$ cat config.mk
export PLATFORM = sky130hd
export DESIGN_NAME = lsu_ctrl
export DESIGN_NICKNAME = d
export VERILOG_FILES = /design/src/rtl/lsu_pkg.sv /design/src/rtl/lsu_lane.sv /design/src/rtl/lsu_ctrl.sv
export SDC_FILE = /design/constraint.sdc
export NUM_CORES = 1
export LEC_CHECK = 0
export ABC_CLOCK_PERIOD_IN_PS = 3600
export CAP_MARGIN = 5
export CELL_PAD_IN_SITES_DETAIL_PLACEMENT = 1
export CELL_PAD_IN_SITES_GLOBAL_PLACEMENT = 1
export CORE_MARGIN = 3
export CORE_UTILIZATION = 33
export DETAILED_ROUTE_END_ITERATION = 7
export PLACE_DENSITY_LB_ADDON = 0.2
export SLEW_MARGIN = 10
export SYNTH_ARGS = -nofsm -noshare
export SYNTH_HDL_FRONTEND = slang
export SYNTH_SLANG_ARGS = --single-unit
$ cat constraint.sdc
create_clock -name clk -period 3.6 [get_ports clk]
set_input_delay 0.36 -clock clk [delete_from_list [all_inputs] [get_ports clk]]
set_output_delay 0.36 -clock clk [all_outputs]
set_load 0.05 [all_outputs]
$ cat src/rtl/lsu_pkg.sv
// Shared types and encodings for the load/store unit and the downstream load-extension unit.
package lsu_pkg;

  typedef enum logic [1:0] {
    ST_IDLE = 2'b00,
    ST_BUSY = 2'b01,
    ST_DONE = 2'b10
  } lsu_state_e;

  localparam logic [1:0] SZ_WORD = 2'b00;
  localparam logic [1:0] SZ_HALF = 2'b01;
  localparam logic [1:0] SZ_BYTE = 2'b10;

  localparam logic [2:0] EXT_WORD = 3'b000;
  localparam logic [2:0] EXT_LBU  = 3'b001;
  localparam logic [2:0] EXT_LB   = 3'b010;
  localparam logic [2:0] EXT_LHU  = 3'b011;
  localparam logic [2:0] EXT_LH   = 3'b100;

endpackage

$ cat src/rtl/lsu_lane.sv
// Combinational lane logic: alignment check, byte enables, store-data replication, ext_op encoding.
module lsu_lane
  import lsu_pkg::*;
(
  input  logic [1:0]  size_i,
  input  logic        unsigned_i,
  input  logic        we_i,
  input  logic [1:0]  addr_lo_i,
  input  logic [31:0] wdata_i,
  output logic        aligned_o,
  output logic [3:0]  be_o,
  output logic [31:0] wdata_o,
  output logic [2:0]  ext_op_o
);

  logic [3:0] byte_sel;

  genvar gi;
  generate
    for (gi = 0; gi < 4; gi++) begin : g_byte_sel
      assign byte_sel[gi] = (addr_lo_i == 2'(gi));
    end
  endgenerate

  always_comb begin
    aligned_o = 1'b1;
    be_o      = 4'b1111;
    wdata_o   = wdata_i;
    ext_op_o  = EXT_WORD;
    case (size_i)
      SZ_HALF: begin
        aligned_o = ~addr_lo_i[0];
        be_o      = addr_lo_i[1] ? 4'b1100 : 4'b0011;
        wdata_o   = {2{wdata_i[15:0]}};
        ext_op_o  = unsigned_i ? EXT_LHU : EXT_LH;
      end
      SZ_BYTE: begin
        be_o      = byte_sel;
        wdata_o   = {4{wdata_i[7:0]}};
        ext_op_o  = unsigned_i ? EXT_LBU : EXT_LB;
      end
      // Word and the reserved encoding behave identically.
      default: aligned_o = (addr_lo_i == 2'b00);
    endcase
    if (we_i) ext_op_o = EXT_WORD;
  end

endmodule

$ cat src/rtl/lsu_ctrl.sv
// Load/store sequencer between MEM stage and a handshaked data memory.
// Define LSU_TIMEOUT_EN to add a BUSY watchdog that aborts the access and pulses bus_err.
module lsu_ctrl
  import lsu_pkg::*;
#(
  parameter int unsigned TIMEOUT_CYC = 255
) (
  input  logic        clk,
  input  logic        reset,
  input  logic        req_valid,
  input  logic        req_we,
  input  logic [1:0]  req_size,
  input  logic        req_unsigned,
  input  logic [31:0] req_addr,
  input  logic [31:0] req_wdata,
  output logic        stall,
  output logic        mem_req,
  output logic        mem_we,
  output logic [3:0]  mem_be,
  output logic [31:0] mem_addr,
  output logic [31:0] mem_wdata,
  input  logic        mem_ack,
  input  logic [31:0] mem_rdata,
  output logic        rd_valid,
  output logic [31:0] rd_raw,
  output logic [2:0]  ext_op,
  output logic [1:0]  ext_lo,
  output logic        adel,
  output logic        ades,
  output logic        bus_err
);

  lsu_state_e  state_q, state_d;
  logic [29:0] addr_q;
  logic [3:0]  be_q;
  logic [31:0] wdata_q;
  logic [31:0] rd_raw_q;
  logic        we_q;
  logic [2:0]  ext_op_q;
  logic [1:0]  ext_lo_q;
  logic        adel_q, ades_q;

  logic        aligned;
  logic [3:0]  lane_be;
  logic [31:0] lane_wdata;
  logic [2:0]  lane_ext;
  logic        in_idle, in_busy, in_done;
  logic        accept, misalign, timeout_hit;

  lsu_lane u_lane (
    .size_i    (req_size),
    .unsigned_i(req_unsigned),
    .we_i      (req_we),
    .addr_lo_i (req_addr[1:0]),
    .wdata_i   (req_wdata),
    .aligned_o (aligned),
    .be_o      (lane_be),
    .wdata_o   (lane_wdata),
    .ext_op_o  (lane_ext)
  );

  assign in_idle  = (state_q == ST_IDLE);
  assign in_busy  = (state_q == ST_BUSY);
  assign in_done  = (state_q == ST_DONE);
  assign accept   = in_idle & req_valid & aligned;
  assign misalign = in_idle & req_valid & ~aligned;

`ifdef LSU_TIMEOUT_EN
  localparam int unsigned CNT_W = (TIMEOUT_CYC > 255) ? $clog2(TIMEOUT_CYC + 1) : 8;

  logic [CNT_W-1:0] cnt_q;
  logic             bus_err_q;

  // Fires on the last allowed BUSY cycle, so BUSY lasts exactly TIMEOUT_CYC cycles.
  assign timeout_hit = in_busy & ~mem_ack & (cnt_q == CNT_W'(TIMEOUT_CYC - 1));

  always_ff @(posedge clk or negedge reset) begin
    if (!reset) begin
      cnt_q     <= '0;
      bus_err_q <= 1'b0;
    end else begin
      bus_err_q <= timeout_hit;
      if (accept)       cnt_q <= '0;
      else if (in_busy) cnt_q <= cnt_q + 1'b1;
    end
  end

  assign bus_err = bus_err_q;
`else
  logic unused_timeout;
  assign unused_timeout = (TIMEOUT_CYC != 0);
  assign timeout_hit    = 1'b0;
  assign bus_err        = 1'b0;
`endif

  always_comb begin
    state_d = state_q;
    case (state_q)
      ST_IDLE: if (accept) state_d = ST_BUSY;
      ST_BUSY: if (mem_ack || timeout_hit) state_d = ST_DONE;
      ST_DONE: state_d = ST_IDLE;
      default: state_d = ST_IDLE;
    endcase
  end

  always_ff @(posedge clk or negedge reset) begin
    if (!reset) begin
      state_q  <= ST_IDLE;
      addr_q   <= '0;
      be_q     <= '0;
      wdata_q  <= '0;
      we_q     <= 1'b0;
      ext_op_q <= EXT_WORD;
      ext_lo_q <= '0;
      rd_raw_q <= '0;
      adel_q   <= 1'b0;
      ades_q   <= 1'b0;
    end else begin
      state_q <= state_d;
      adel_q  <= misalign & ~req_we;
      ades_q  <= misalign & req_we;
      if (accept) begin
        addr_q   <= req_addr[31:2];
        be_q     <= lane_be;
        wdata_q  <= lane_wdata;
        we_q     <= req_we;
        ext_op_q <= lane_ext;
        ext_lo_q <= req_addr[1:0];
      end
      // A timed-out load returns zero so stale data never reaches the register file.
      if (in_busy && !we_q) begin
        if (mem_ack)          rd_raw_q <= mem_rdata;
        else if (timeout_hit) rd_raw_q <= '0;
      end
    end
  end

  assign stall     = accept | in_busy;
  assign mem_req   = in_busy;
  assign mem_we    = in_busy & we_q;
  assign mem_be    = be_q;
  assign mem_addr  = {addr_q, 2'b00};
  assign mem_wdata = wdata_q;
  assign rd_valid  = in_done & ~we_q;
  assign rd_raw    = rd_raw_q;
  assign ext_op    = ext_op_q;
  assign ext_lo    = ext_lo_q;
  assign adel      = adel_q;
  assign ades      = ades_q;

endmodule

Yosys cells after proc, flatten, opt, wreduce, memory -nomap -nowiden
Index checks and enable logic that the tools add are counted.
{"block": "classes", "eq_ne": 9, "mux": 11, "bitwise_logic": 12, "n_reduce_logical": 6}
{"op": "32-bit case mux with 2 select lines", "count": 1}
{"op": "2-bit == test (second input constant)", "count": 4}
{"op": "4-bit case mux with 2 select lines", "count": 1}
{"op": "1-bit bitwise AND", "count": 7}
{"op": "2-bit by 1-bit == test with 1-bit output (second input constant)", "count": 3}
{"op": "2-bit two-way mux", "count": 3}
{"op": "3-bit two-way mux", "count": 2}
{"op": "3-bit case mux with 2 select lines", "count": 1}
{"op": "2-bit zero test", "count": 2}
{"op": "4-bit two-way mux", "count": 1}
{"op": "1-bit NOT", "count": 4}
{"op": "2-bit case mux with 2 select lines", "count": 1}
{"op": "2-bit AND reduction", "count": 2}
{"op": "2-bit by 1-bit inequality test with 1-bit output (second input constant)", "count": 1}
{"op": "2-bit inequality test (second input constant)", "count": 1}
{"op": "1-bit case mux with 2 select lines", "count": 1}
{"op": "1-bit logical AND", "count": 1}
{"op": "1-bit zero test", "count": 1}
{"op": "1-bit bitwise OR", "count": 1}
{"block": "totals", "reg_bits": 108, "in_bits": 104, "output_inout_bits": 112, "wordCells": 48}

Logic depth before layout (Yosys ltp)
Gate-level depths: netlist of the first run.
{"block": "logic_depth", "ltp_word": 5, "mapped_depth": 9, "depth_no_buf": 6}

Hierarchy
A second synthesis of the first run with hierarchy kept.
{"block": "unflattened", "hier_cells": 340, "hier_area_um2": 5041.1}
{"mod": "lsu_ctrl", "n_inst": 1, "cells_each": 242, "area_per_inst_um2": 4458.0}
{"mod": "lsu_lane", "n_inst": 1, "cells_each": 98, "area_per_inst_um2": 583.1}

Worst setup path before layout of the first run
No wires, ideal clock.
{"block": "synth_path", "kind": "in2out", "from": "input port req_size[0]", "to": "output port stall", "arrival_ps": 1849, "t_required_ps": 3240, "path_slack_ps": 1391, "stages": 7, "path_cell_list": "inv_1 -> ha_1 -> buf_2 -> o311ai_4 -> buf_4 -> buf_2 -> nand2_1"}
{"block": "synth_via", "elab_chain_cells": 4}
{"item": "from (decl)", "line_no": "lsu_ctrl.sv:12", "source": "input logic [1:0] req_size,"}
{"item": "2-bit == test or 2-bit by 1-bit == test with 1-bit output (tied branches)", "line_no": "lsu_lane.sv:30", "source": "case (size_i)"}
{"item": "1-bit case mux with 2 select lines (*)", "line_no": "lsu_lane.sv:30"}
{"item": "1-bit bitwise AND (*)", "line_no": "lsu_ctrl.sv:65", "source": "assign accept = in_idle & req_valid & aligned;"}
{"item": "1-bit bitwise OR (*)", "line_no": "lsu_ctrl.sv:138", "source": "assign stall = accept | in_busy;"}
{"item": "to (decl)", "line_no": "lsu_ctrl.sv:16", "source": "output logic stall,"}
Mark *: on every way between the ends. The rest lies on a longest branch, timed or not.

Worst setup path in the final report of the first run
Ends and elaborated chain as after synthesis.

==> flow_summary.ini, run 1 <==
[cts]
hold_buffers = 0
cts_tree = done
root_buffer = clkbuf_16
post_cts_resized = 0
post_cts_buffers = 0
clk_latency_ps = 350
cts.sinks = 108
clkTransAtPathRegs_ps = 70
h-tree-depth = 3
numCtsBuffers = 9
clock_path_buffers = 2

[synthesis]
netlist_instances = 348
synth_area_sq_um = 4440
yosysUniqueCellTypes = 31
synth_edf_count = 0
synth-seq-cells = 108
synth_top_flop_cell = dfrtp_1
async_flop_share_pct = 100
ys.warnings.count = 0
avgSynthCellArea_sq_um = 12.8
yosysSeqAreaShare_pct = 60.9

[final_layout]
finalNonFillerCells = 732
drive_gt1_share_pct = 16.8
multi_input_area_sq_um = 1580
layout_commonest_cell = clkdlybuf4s50_1
seqCellArea_sq_um = 2700
fin_util_pct = 54.5
area_delta_synth_final_pct = 58.1
num_antenna_cells = 0
nets = 661
final_cell_mix = clkdlybuf4s50_1 (210), dfrtp_1 (108), mux2_2 (61)
nFillCells = 1342

[power_and_ir_drop]
p_leak_nw = 2.94
powerDensity_nw_per_um2 = 946
ir_worst_vdd_mv = 0.482

[detailed_routing]
drt_first_pass_iters = 4
first_iter_violations = 114
drc = 0
drtAntennaViolNets = 0
post_drt_wl_per_cell_um = 18.3
vias = 3493
routed_wl_mm = 13.4
vias_per_cell = 4.77

[sta]
fin_crit_ps = 2710
post-route-period-util_pct = 75.3
timing.slew.headroom_pct = 49.9
setup_viol = 0
clock_skew_ps = 10.8
finalSetupTns_ps = 0
timing_hold_violations_final = 0
fin_ws_ps = 889
fmax_mhz = 369
drv_slew = 0
rsz0062_at_grt = no
tightestPinTransition_ps = 749

[place]
dp_hpwl_mm = 10.2
io_buffers = 212
gp_congestion = 0.802
place_ws_ps = 867
dp.cells = 716

[die]
coreArea_sq_um = 12900
start_util_pct = 34.5
ioPinCount = 216
die_y_um = 122
dieArea_sq_um = 14900
rows = 41
die_w_um = 122

[setup_path]
path_cells = clkdlybuf4s50_1 -> inv_1 -> ha_1 -> buf_4 -> o311ai_4 -> buf_4 -> nand2_1 -> buf_4
critPathKind = in -> out
cpMostUsedCell = buf_4
critPathSlowestCell = clkdlybuf4s50_1
cp_max_fo = 16
path_delay_family = buffers and inverters
startpoint_type = input port
worst_setup_path_end_kind = primary output
crit_required_ps = 3240
max_stage_delay_ps = 500
cp.buffers_inverters = 5
worstPathArrival_ps = 2350

[global_routing]
grt_max_degree = 74
grt_pass1_wl_mm = 20.9
grt_pass1_vias = 3887
grt-ovfl-total = 0
antenna_found_initial = 0
grt_use_total_pct = 18.1

[run]
cap_violations = 0

[run_status]
status = finished clean

[hold_path]
hp-class = in -> async
worst paths after layout:
| check | startpoint | endpoint | slack, ps | depth (start not counted) |
|---|---|---|---|---|
| max in group asynchronous | reset | mem_wdata[19] | 2770 | 2 |
| min in group clk | mem_wdata[9] | mem_wdata[9] | 480 | 2 |
| worst max-delay path | req_size[0] | stall | 890 | 8 |
| worst min register to register | mem_wdata[9] | mem_wdata[9] | 480 | 2 |
| worst max register to register | state_q[1] | rd_raw[28] | 1780 | 6 |
| worst min-delay path | reset | rd_raw[20] | 50 | 1 |
where the power goes:
| part | internal [mW] | total [mW] | switching [mW] |
|---|---|---|---|
| sequential | 1.71 | 1.98 | 0.271 |
| clock | 0.560 | 1.01 | 0.447 |
| combinational | 1.28 | 3.65 | 2.37 |
| total | 3.55 | 6.64 | 3.09 |
layout make-up:
| class | instances | area share, % |
|---|---|---|
| Sequential cell | 108 | 38.5 |
| Timing Repair Buffer | 220 | 31.4 |
| Multi-Input combinational cell | 210 | 22.5 |
| Clock buffer | 11 | 3.46 |
| Tap cell | 172 | 3.06 |
| Clock inverter | 5 | 0.837 |
| Inverter | 6 | 0.321 |
per-stage QoR:
| step | hold slack [ps] | instance area [sq um] | total power [mW] |
|---|---|---|---|
| after floorplan | 64.4 | 4450 | 4.30 |
| after global placement | 460 | 6720 | 5.61 |
| after detailed placement | 457 | 6720 | 5.69 |
| after CTS | 75.7 | 7020 | 6.73 |
| after global routing | 91.7 | 7020 | 6.96 |
| final | 49.3 | 7020 | 6.64 |
sequential cells by signal, indices dropped and copies added, names as in the netlist:
register and flops:
we_q 1, mem_be 4, addr_q 30, ext_op 3
mem_wdata 32, rd_raw 32, adel 1, ades 1
ext_lo 2, state_q 2
routing by layer:
layer	track usage [%]	up-vias	wire, um
li1	-	1626	-
met1	21.3	1690	5340
met2	30.6	165	6400
met3	7.52	12	1470
met4	5.25	0	155
met5	0	-	0
cell usage after synthesis, drive strengths merged (3+ instances only):
cell type / n / area, sq um
a21o: 3 / 22.5
a21oi: 11 / 55.1
a22oi: 24 / 180
buf: 19 / 121
clkbuf: 7 / 26.3
dfrtp: 108 / 2700
inv: 6 / 22.5
mux2: 71 / 800
nand2: 35 / 131
nor2: 12 / 45.0
nor2b: 3 / 18.8
o21ai: 34 / 170
kinds of logic (layout without fill, tap and decap cells):
kind of cell               count (synthesis)  in the layout  share of synthesized area, %
muxes                                     72             72                          18.2
buffers and inverters                     32            242                          3.83
other                                      1              3                        0.0844
and+or+nand+nor                           58             58                          5.86
DFF                                      108            108                          60.9
AOI/OAI and AO/OA                         75             75                          10.6
adders and majority gates                  2              2                         0.563
Power figures use the tool's default switching activity.
==> run 2, diff against run 1 <==
--- a/config.mk
+++ b/config.mk
@@ -5,12 +5,12 @@
 export SDC_FILE = /design/constraint.sdc
 export NUM_CORES = 1
 export LEC_CHECK = 0
-export ABC_CLOCK_PERIOD_IN_PS = 3600
+export ABC_CLOCK_PERIOD_IN_PS = 2350
 export CAP_MARGIN = 5
 export CELL_PAD_IN_SITES_DETAIL_PLACEMENT = 1
 export CELL_PAD_IN_SITES_GLOBAL_PLACEMENT = 1
 export CORE_MARGIN = 3
-export CORE_UTILIZATION = 33
+export CORE_UTILIZATION = 28
 export DETAILED_ROUTE_END_ITERATION = 7
 export PLACE_DENSITY_LB_ADDON = 0.2
 export SLEW_MARGIN = 10
==> constraint.sdc (replaced) <==
create_clock -name clk -period 2.35 [get_ports clk]
set_input_delay 0.235 -clock clk [delete_from_list [all_inputs] [get_ports clk]]
set_output_delay 0.235 -clock clk [all_outputs]
set_load 0.05 [all_outputs]
==> run 2 against run 1 <==
Combinational power up 55%. Final cell count up 7.0%. Global-route usage down 2.8 points. Routed wire length up 1.3%. Design area up 2.9%. Power up 54%. Flip-flop and latch count unchanged.
==> flow_summary.ini, run 2 (same netlist as run 1, synthesis figures left out) <==
[run_status]
status = finished clean

[final_layout]
area_delta_synth_final_pct = 62.7
layout_commonest_cell = clkdlybuf4s50_1
drive_gt1_share_pct = 18.7
seqCellArea_sq_um = 2700
num_antenna_cells = 0
final_cell_mix = clkdlybuf4s50_1 (210), dfrtp_1 (108), mux2_2 (61)
multi_input_area_sq_um = 1580
fin_util_pct = 47.0
postLayoutCellArea_sq_um = 7230
finalNonFillerCells = 783
nets = 674
nFillCells = 1631

[place]
place_ws_ps = -18.5
placed_cell_area_sq_um = 6860
io_buffers = 212
dp.cells = 764
dp_hpwl_mm = 10.5
gp_congestion = 0.779

[sta]
fin_crit_ps = 2220
finalSetupTns_ps = 0
setup_viol = 0
fmax_mhz = 451
rsz0062_at_grt = no
clock_skew_ps = 8.80
timing.slew.headroom_pct = 58.5
timing_hold_violations_final = 0
drv_slew = 0
tightestPinTransition_ps = 621
post-route-period-util_pct = 94.3
fin_ws_ps = 134

[global_routing]
grt-ovfl-total = 0
grt_pass1_vias = 3937
grt_pass1_wl_mm = 21.3
antenna_found_initial = 0
grt_max_degree = 45
grt_use_total_pct = 15.4

[cts]
root_buffer = clkbuf_16
clk_latency_ps = 350
clkTransAtPathRegs_ps = 70
cts_tree = done
h-tree-depth = 3
cts.sinks = 108
numCtsBuffers = 9
clock_path_buffers = 2

[die]
coreArea_sq_um = 15400
dieArea_sq_um = 17400
die_y_um = 132
die_w_um = 132
ioPinCount = 216
rows = 45
start_util_pct = 28.9

[setup_path]
cp_max_fo = 4
worst_setup_path_end_kind = primary output
worstPathArrival_ps = 1980
critPathKind = in -> out
rr_worst_depth = 5
crit_required_ps = 2120
startpoint_type = input port

[detailed_routing]
vias_per_cell = 4.53
routed_wl_mm = 13.5
post_drt_wl_per_cell_um = 17.3
vias = 3546
first_iter_violations = 105
drtAntennaViolNets = 0
drt_first_pass_iters = 4
drc = 0

[hold_path]
hp-class = in -> async

[power_and_ir_drop]
ir_worst_vdd_mv = 0.552
powerDensity_nw_per_um2 = 1420
p_leak_nw = 3.04

[run]
cap_violations = 0
[run 2: power by group]
group          internal [mW]  switching (mW)
sequential              2.62           0.420
combinational           2.01            3.63
clock                  0.910           0.650
[run 2: layout make-up]
type | count | area share [%]
Timing Repair Buffer | 233 | 32.5
Multi-Input combinational cell | 210 | 21.9
Inverter | 6 | 0.312
Clock inverter | 3 | 0.606
Clock buffer | 12 | 3.69
Sequential cell | 108 | 37.4
Tap cell | 211 | 3.65
[run 2: routing by layer]
metal	wire length (um)	vias to the layer above	global-route usage, %	part of all wire, %
li1	-	1650	-	-
met1	6060	1725	19.5	45
met2	6280	159	25.0	46
met3	1040	12	5.15	7.7
met4	153	0	4.55	1.1
met5	0	-	0	0
[run 2: worst max-delay path, stage by stage]
cell and delay, ps:
clkdlybuf4s50_1 520, inv_1 60, ha_1 370, o311ai_4 400, buf_12 160, nand2_1 50
buf_4 190
[run 2: repair_timing]
action / CTS / global route
setup endpoints to repair: 0 / 1
hold endpoints to repair: 12 / 0
hold buffers: 1 / 0
buffers inserted: 0 / 2
gates resized for setup: 0 / 1
[run 2: final timing paths]
kind	from	end	slack [ps]
worst max-delay path	req_size[0]	stall	130
worst min register to register	mem_wdata[25]	mem_wdata[25]	480
max in group asynchronous	reset	addr_q[3]	1400
min in group clk	mem_wdata[25]	mem_wdata[25]	480
worst min-delay path	reset	rd_raw[29]	310
worst max register to register	state_q[0]	addr_q[10]	570
[run 2: through the flow]
| step | hold WS (ps) | power (mW) |
|---|---|---|
| finish | 310 | 10.2 |
| global route | 309 | 10.7 |
| CTS | 298 | 10.4 |
| detailed placement | 118 | 8.76 |
| global placement | 116 | 8.65 |
| floorplan | -60.6 | 6.59 |
